**config.mk**
```make
export PLATFORM = sky130hd
export DESIGN_NAME = cdb_arbiter
export DESIGN_NICKNAME = d
export VERILOG_FILES = /design/src/rtl/cdb_arbiter.sv
export SDC_FILE = /design/constraint.sdc
export NUM_CORES = 1
export LEC_CHECK = 0
export BUFFER_PORTS_ARGS = -buffer_cell sky130_fd_sc_hd__buf_2
export CAP_MARGIN = 20
export CORE_MARGIN = 2
export CORE_UTILIZATION = 40
export CTS_BUF_LIST = sky130_fd_sc_hd__clkbuf_16
export CTS_CLUSTER_DIAMETER = 60
export CTS_CLUSTER_SIZE = 20
export DETAILED_ROUTE_END_ITERATION = 16
export GPL_TIMING_DRIVEN = 1
export PLACE_DENSITY = 0.68
export SYNTH_ARGS = -nofsm -noshare
export SYNTH_HDL_FRONTEND = slang
export SYNTH_SLANG_ARGS = --single-unit
```
**constraint.sdc**
```tcl
create_clock -name clk -period 1.5 [get_ports clk]
set_input_delay 0.3 -clock clk [delete_from_list [all_inputs] [get_ports clk]]
set_output_delay 0.3 -clock clk [all_outputs]
set_load 0.01 [all_outputs]
```
**src/rtl/cdb_arbiter.sv**
```systemverilog
// Two-source common data bus arbiter: one holding slot per producer, round-robin grant, registered broadcast.
// Optional macro CDB_ARB_BYPASS_EN lets an accepted request into an empty slot compete in the same cycle.
module cdb_arbiter #(
  parameter int ROB_ID_W = 4,
  parameter int DATA_W   = 32
) (
  input  logic                clk,
  input  logic                rst,
  input  logic                rdy,
  input  logic                valid_from_alu,
  input  logic [ROB_ID_W-1:0] rob_id_from_alu,
  input  logic [DATA_W-1:0]   result_from_alu,
  output logic                ready_to_alu,
  input  logic                valid_from_lsb,
  input  logic [ROB_ID_W-1:0] rob_id_from_lsb,
  input  logic [DATA_W-1:0]   result_from_lsb,
  output logic                ready_to_lsb,
  input  logic                commit_jump_flag_from_rob,
  output logic                valid_to_cdb,
  output logic [ROB_ID_W-1:0] rob_id_to_cdb,
  output logic [DATA_W-1:0]   result_to_cdb
);

  logic                alu_full;
  logic [ROB_ID_W-1:0] alu_tag;
  logic [DATA_W-1:0]   alu_data;
  logic                lsb_full;
  logic [ROB_ID_W-1:0] lsb_tag;
  logic [DATA_W-1:0]   lsb_data;
  logic                prio;

  logic                alu_inc;
  logic                lsb_inc;
  logic                cand_alu;
  logic                cand_lsb;
  logic                grant_alu;
  logic                grant_lsb;
  logic                accept_alu;
  logic                accept_lsb;
  logic                write_alu;
  logic                write_lsb;
  logic [ROB_ID_W-1:0] win_tag;
  logic [DATA_W-1:0]   win_data;

  // A request carrying the reserved zero tag handshakes but is never stored or broadcast.
  always_comb begin
    alu_inc = valid_from_alu & (rob_id_from_alu != '0);
    lsb_inc = valid_from_lsb & (rob_id_from_lsb != '0);
`ifdef CDB_ARB_BYPASS_EN
    cand_alu = alu_full | (rdy & alu_inc);
    cand_lsb = lsb_full | (rdy & lsb_inc);
`else
    cand_alu = alu_full;
    cand_lsb = lsb_full;
`endif
    grant_alu = rdy & cand_alu & (~cand_lsb | ~prio);
    grant_lsb = rdy & cand_lsb & (~cand_alu | prio);
    ready_to_alu = rdy & (~alu_full | grant_alu);
    ready_to_lsb = rdy & (~lsb_full | grant_lsb);
    accept_alu = alu_inc & ready_to_alu;
    accept_lsb = lsb_inc & ready_to_lsb;
    // A bypassed winner (granted while its slot is empty) skips the slot entirely.
    write_alu = accept_alu & ~(grant_alu & ~alu_full);
    write_lsb = accept_lsb & ~(grant_lsb & ~lsb_full);
    win_tag  = '0;
    win_data = '0;
    if (grant_alu) begin
      win_tag  = alu_full ? alu_tag  : rob_id_from_alu;
      win_data = alu_full ? alu_data : result_from_alu;
    end else if (grant_lsb) begin
      win_tag  = lsb_full ? lsb_tag  : rob_id_from_lsb;
      win_data = lsb_full ? lsb_data : result_from_lsb;
    end
  end

  // A mispredict flush behaves exactly like reset and overrides a stalled rdy.
  always_ff @(posedge clk) begin
    if (rst || commit_jump_flag_from_rob) begin
      alu_full      <= 1'b0;
      alu_tag       <= '0;
      alu_data      <= '0;
      lsb_full      <= 1'b0;
      lsb_tag       <= '0;
      lsb_data      <= '0;
      prio          <= 1'b0;
      valid_to_cdb  <= 1'b0;
      rob_id_to_cdb <= '0;
      result_to_cdb <= '0;
    end else if (rdy) begin
      if (write_alu) begin
        alu_full <= 1'b1;
        alu_tag  <= rob_id_from_alu;
        alu_data <= result_from_alu;
      end else if (grant_alu) begin
        alu_full <= 1'b0;
      end
      if (write_lsb) begin
        lsb_full <= 1'b1;
        lsb_tag  <= rob_id_from_lsb;
        lsb_data <= result_from_lsb;
      end else if (grant_lsb) begin
        lsb_full <= 1'b0;
      end
      if (grant_alu || grant_lsb) begin
        valid_to_cdb  <= 1'b1;
        rob_id_to_cdb <= win_tag;
        result_to_cdb <= win_data;
        prio          <= grant_alu;
      end else begin
        valid_to_cdb <= 1'b0;
      end
    end
  end

endmodule

```
==> results.ini <==
[outcome]
status = complete, no violations

[clock_tree]
cts-root-buf = clkbuf_16
hold_buffers = 0
clkLatencyLatePin_ns = 0.34
cts_tree = yes
cts.sinks = 112
clk_pin_slew_worst_paths_ns = 0.07
htree_num_levels = 3
cts_inserted_buffers = 9
clk_path_buf_depth = 2

[route]
drc = 0
dr.first_iter.drc_count = 233
first_pass_iters = 4
routed_wl_um = 11400
wl_per_cell_um = 15.0
via_per_inst = 5.18
ant_nets = 0
routed-via-count = 3940

[critical_path]
crit_buf_inv = 2
path_cells = buf_4, a31oi_1, buf_2
reg2reg_from = alu_full
crit_start = cand_lsb
r2r_slack_ns = 0.09
critPathCaptureType = primary output
slowest_stage = dfxtp_4
cp_top_family = flip-flops
reg2reg_to = lsb_data[11]
cp-start-kind = register
crit_cells = 3
path_class = reg -> out
r2r_cells = 4
crit_required_ns = 1.20
critPathMaxFanout = 7
slowest_delay_ns = 0.38
worstPathArrival_ns = 1.16
crit_path_end = ready_to_alu

[layout]
diodes = 0
nets = 690
syn_to_final_growth_pct = 22.5
layout-drive-gt1-share_pct = 26.7
postLayoutCellArea_um2 = 5720
utilization_pct = 50.1

[sta]
post-route-min-period_ns = 1.46
rsz0062_at_grt = no
worstMarginPinSlew_ns = 0.360
setup_viol = 0
hold_viol_final = 0
max_clock_freq_mhz = 683
slew_viol_final = 0
slew_headroom_pct = 76.1
skew_ns = 0.00694
fin_crit_sh_pct = 97.6

[worst_hold_path]
hp-class = in -> reg
min_from = result_from_alu[1]

[floorplan]
io_pins = 117
core_area_um2 = 11400
die_area_um2 = 12600
die_w_um = 112
rows = 39
die_y_um = 112
start_util_pct = 40.9

[job]
maxCapViolations = 0

[placement]
placed_area_um2 = 5420
dp_hpwl_um = 7910
portBuffers = 116
routabilityCongestion = 0.757

[logic_synthesis]
synth_seq_cells = 112
ys_warn_count = 0
synth_edf_count = 0
syn_area_um2 = 4670
yosysUniqueCellTypes = 31
ys_seq_area_share_pct = 48.0
syn_inst = 512
synth_ff_type = dfxtp_1
async_flop_share_pct = 0
avgSynthCellArea_um2 = 9.12
synth_nets = 590

[power_and_ir_drop]
leakage_nw = 2.34
power_density_nw_per_um2 = 1040
vdd_drop_max_v = 0.000831

[global_routing]
grtUsageTotal_pct = 18.2
antenna_found_initial = 0
grt_max_degree = 90
grt_pass1_wl_um = 18600
grt_overflow_total = 0
grt_pass1_vias = 3870

cells by family (layout without fill, tap and decap cells):
| family | Yosys count | count (layout) | share of synthesized area [%] |
|---|---|---|---|
| buffers and inverters | 52 | 157 | 6.54 |
| muxes | 70 | 70 | 15.0 |
| DFF | 112 | 112 | 48.0 |
| AOI/OAI and AO/OA | 124 | 124 | 17.1 |
| and+or+nand+nor | 154 | 154 | 13.3 |
Yosys cell counts, types with 2 or more instances:
library cell,instances,area (um^2)
dfxtp_1,112,2240
o21ai_0,37,185
inv_2,2,7.51
buf_2,13,65.1
o31ai_1,2,15.0
buf_6,6,67.6
mux2i_1,70,701
o32ai_1,36,315
buf_12,3,60.1
nor2_1,2,7.51
a21oi_1,41,205
nand4_1,2,12.5
nand2_1,141,529
clkbuf_1,27,101
or2_2,2,12.5
how the worst min path moves through the flow:
stage | to | slack (ns) | depth (start not counted)
floorplan | lsb_data[31] | 0.43 | 2
global route | alu_data[1] | 0.20 | 3
global placement | alu_data[6] | 0.44 | 2
detailed placement | alu_data[6] | 0.45 | 2
finish | alu_data[1] | 0.20 | 3
CTS | alu_data[9] | 0.19 | 3
where the power goes:
part	internal, mW	total [mW]	switching, mW
logic	0.265	0.587	0.322
clock network	1.28	2.32	1.04
registers	3.03	3.07	0.0345
area by class of cell:
cell class | count | area [um^2]
Inverter | 3 | 11.3
Multi-Input combinational cell | 348 | 2150
Clock inverter | 7 | 65.1
Timing Repair Buffer | 138 | 833
Sequential cell | 112 | 2250
Tap cell | 143 | 179
Fill cell | 1093 | 5700
Clock buffer | 9 | 225
routing by layer:
metal  global-route usage, %  vias up  routed length, um
li1                        -     1986                  -
met1                    22.2     1843               4920
met2                    33.4      109               5900
met3                    2.97        2                571
met4                    4.39        0                 49
met5                       0        -                  0
placed cells by master (no fill, tap or decap), types with 2 or more instances in the layout:
master	n
nand2_1	141
buf_2	116
dfxtp_1	110
mux2i_1	70
a21oi_1	41
o21ai_0	37
o32ai_1	36
buf_4	15
clkbuf_16	9
buf_12	7
inv_1	3
inv_2	2
nand4_1	2
o31ai_1	2
or2_2	2
dfxtp_4	2
clkinvlp_4	2
sequential cells by signal (all words and copies together) (netlist names):
| name | flops |
|---|---|
| cand_lsb | 1 |
| alu_full | 1 |
| lsb_data | 32 |
| valid_to_cdb | 1 |
| lsb_tag | 4 |
| prio | 1 |
| alu_tag | 4 |
| rob_id_to_cdb | 4 |
| alu_data | 32 |
| result_to_cdb | 32 |
what timing repair did:
item,4_1_cts,5_1_grt
setup endpoints to repair,2,2
gates resized for setup,4,1
pin swaps,0,1
buffers inserted,0,0
stage by stage:
| stage | total power [mW] | hold WS (ns) | worst slack, ns | cells | TNS (ns) |
|---|---|---|---|---|---|
| 6_report | 5.97 | 0.201 | 0.0363 | 760 | 0 |
| 5_1_grt | 6.23 | 0.195 | 0.0000976 | 760 | 0 |
| 2_1_floorplan | 3.49 | 0.435 | 0.154 | 512 | 0 |
| 3_3_place_gp | 3.71 | 0.443 | 0.0822 | 744 | 0 |
| 4_1_cts | 6.05 | 0.190 | 0.00116 | 760 | 0 |
| 3_5_place_dp | 3.73 | 0.448 | -0.00754 | 744 | -0.00754 |
tightest hold or removal path: stages:
cell	delay (ns)
buf_2	0.10
nand2_1	0.04
mux2i_1	0.05
No activity file was read; power rests on OpenSTA's default activity.
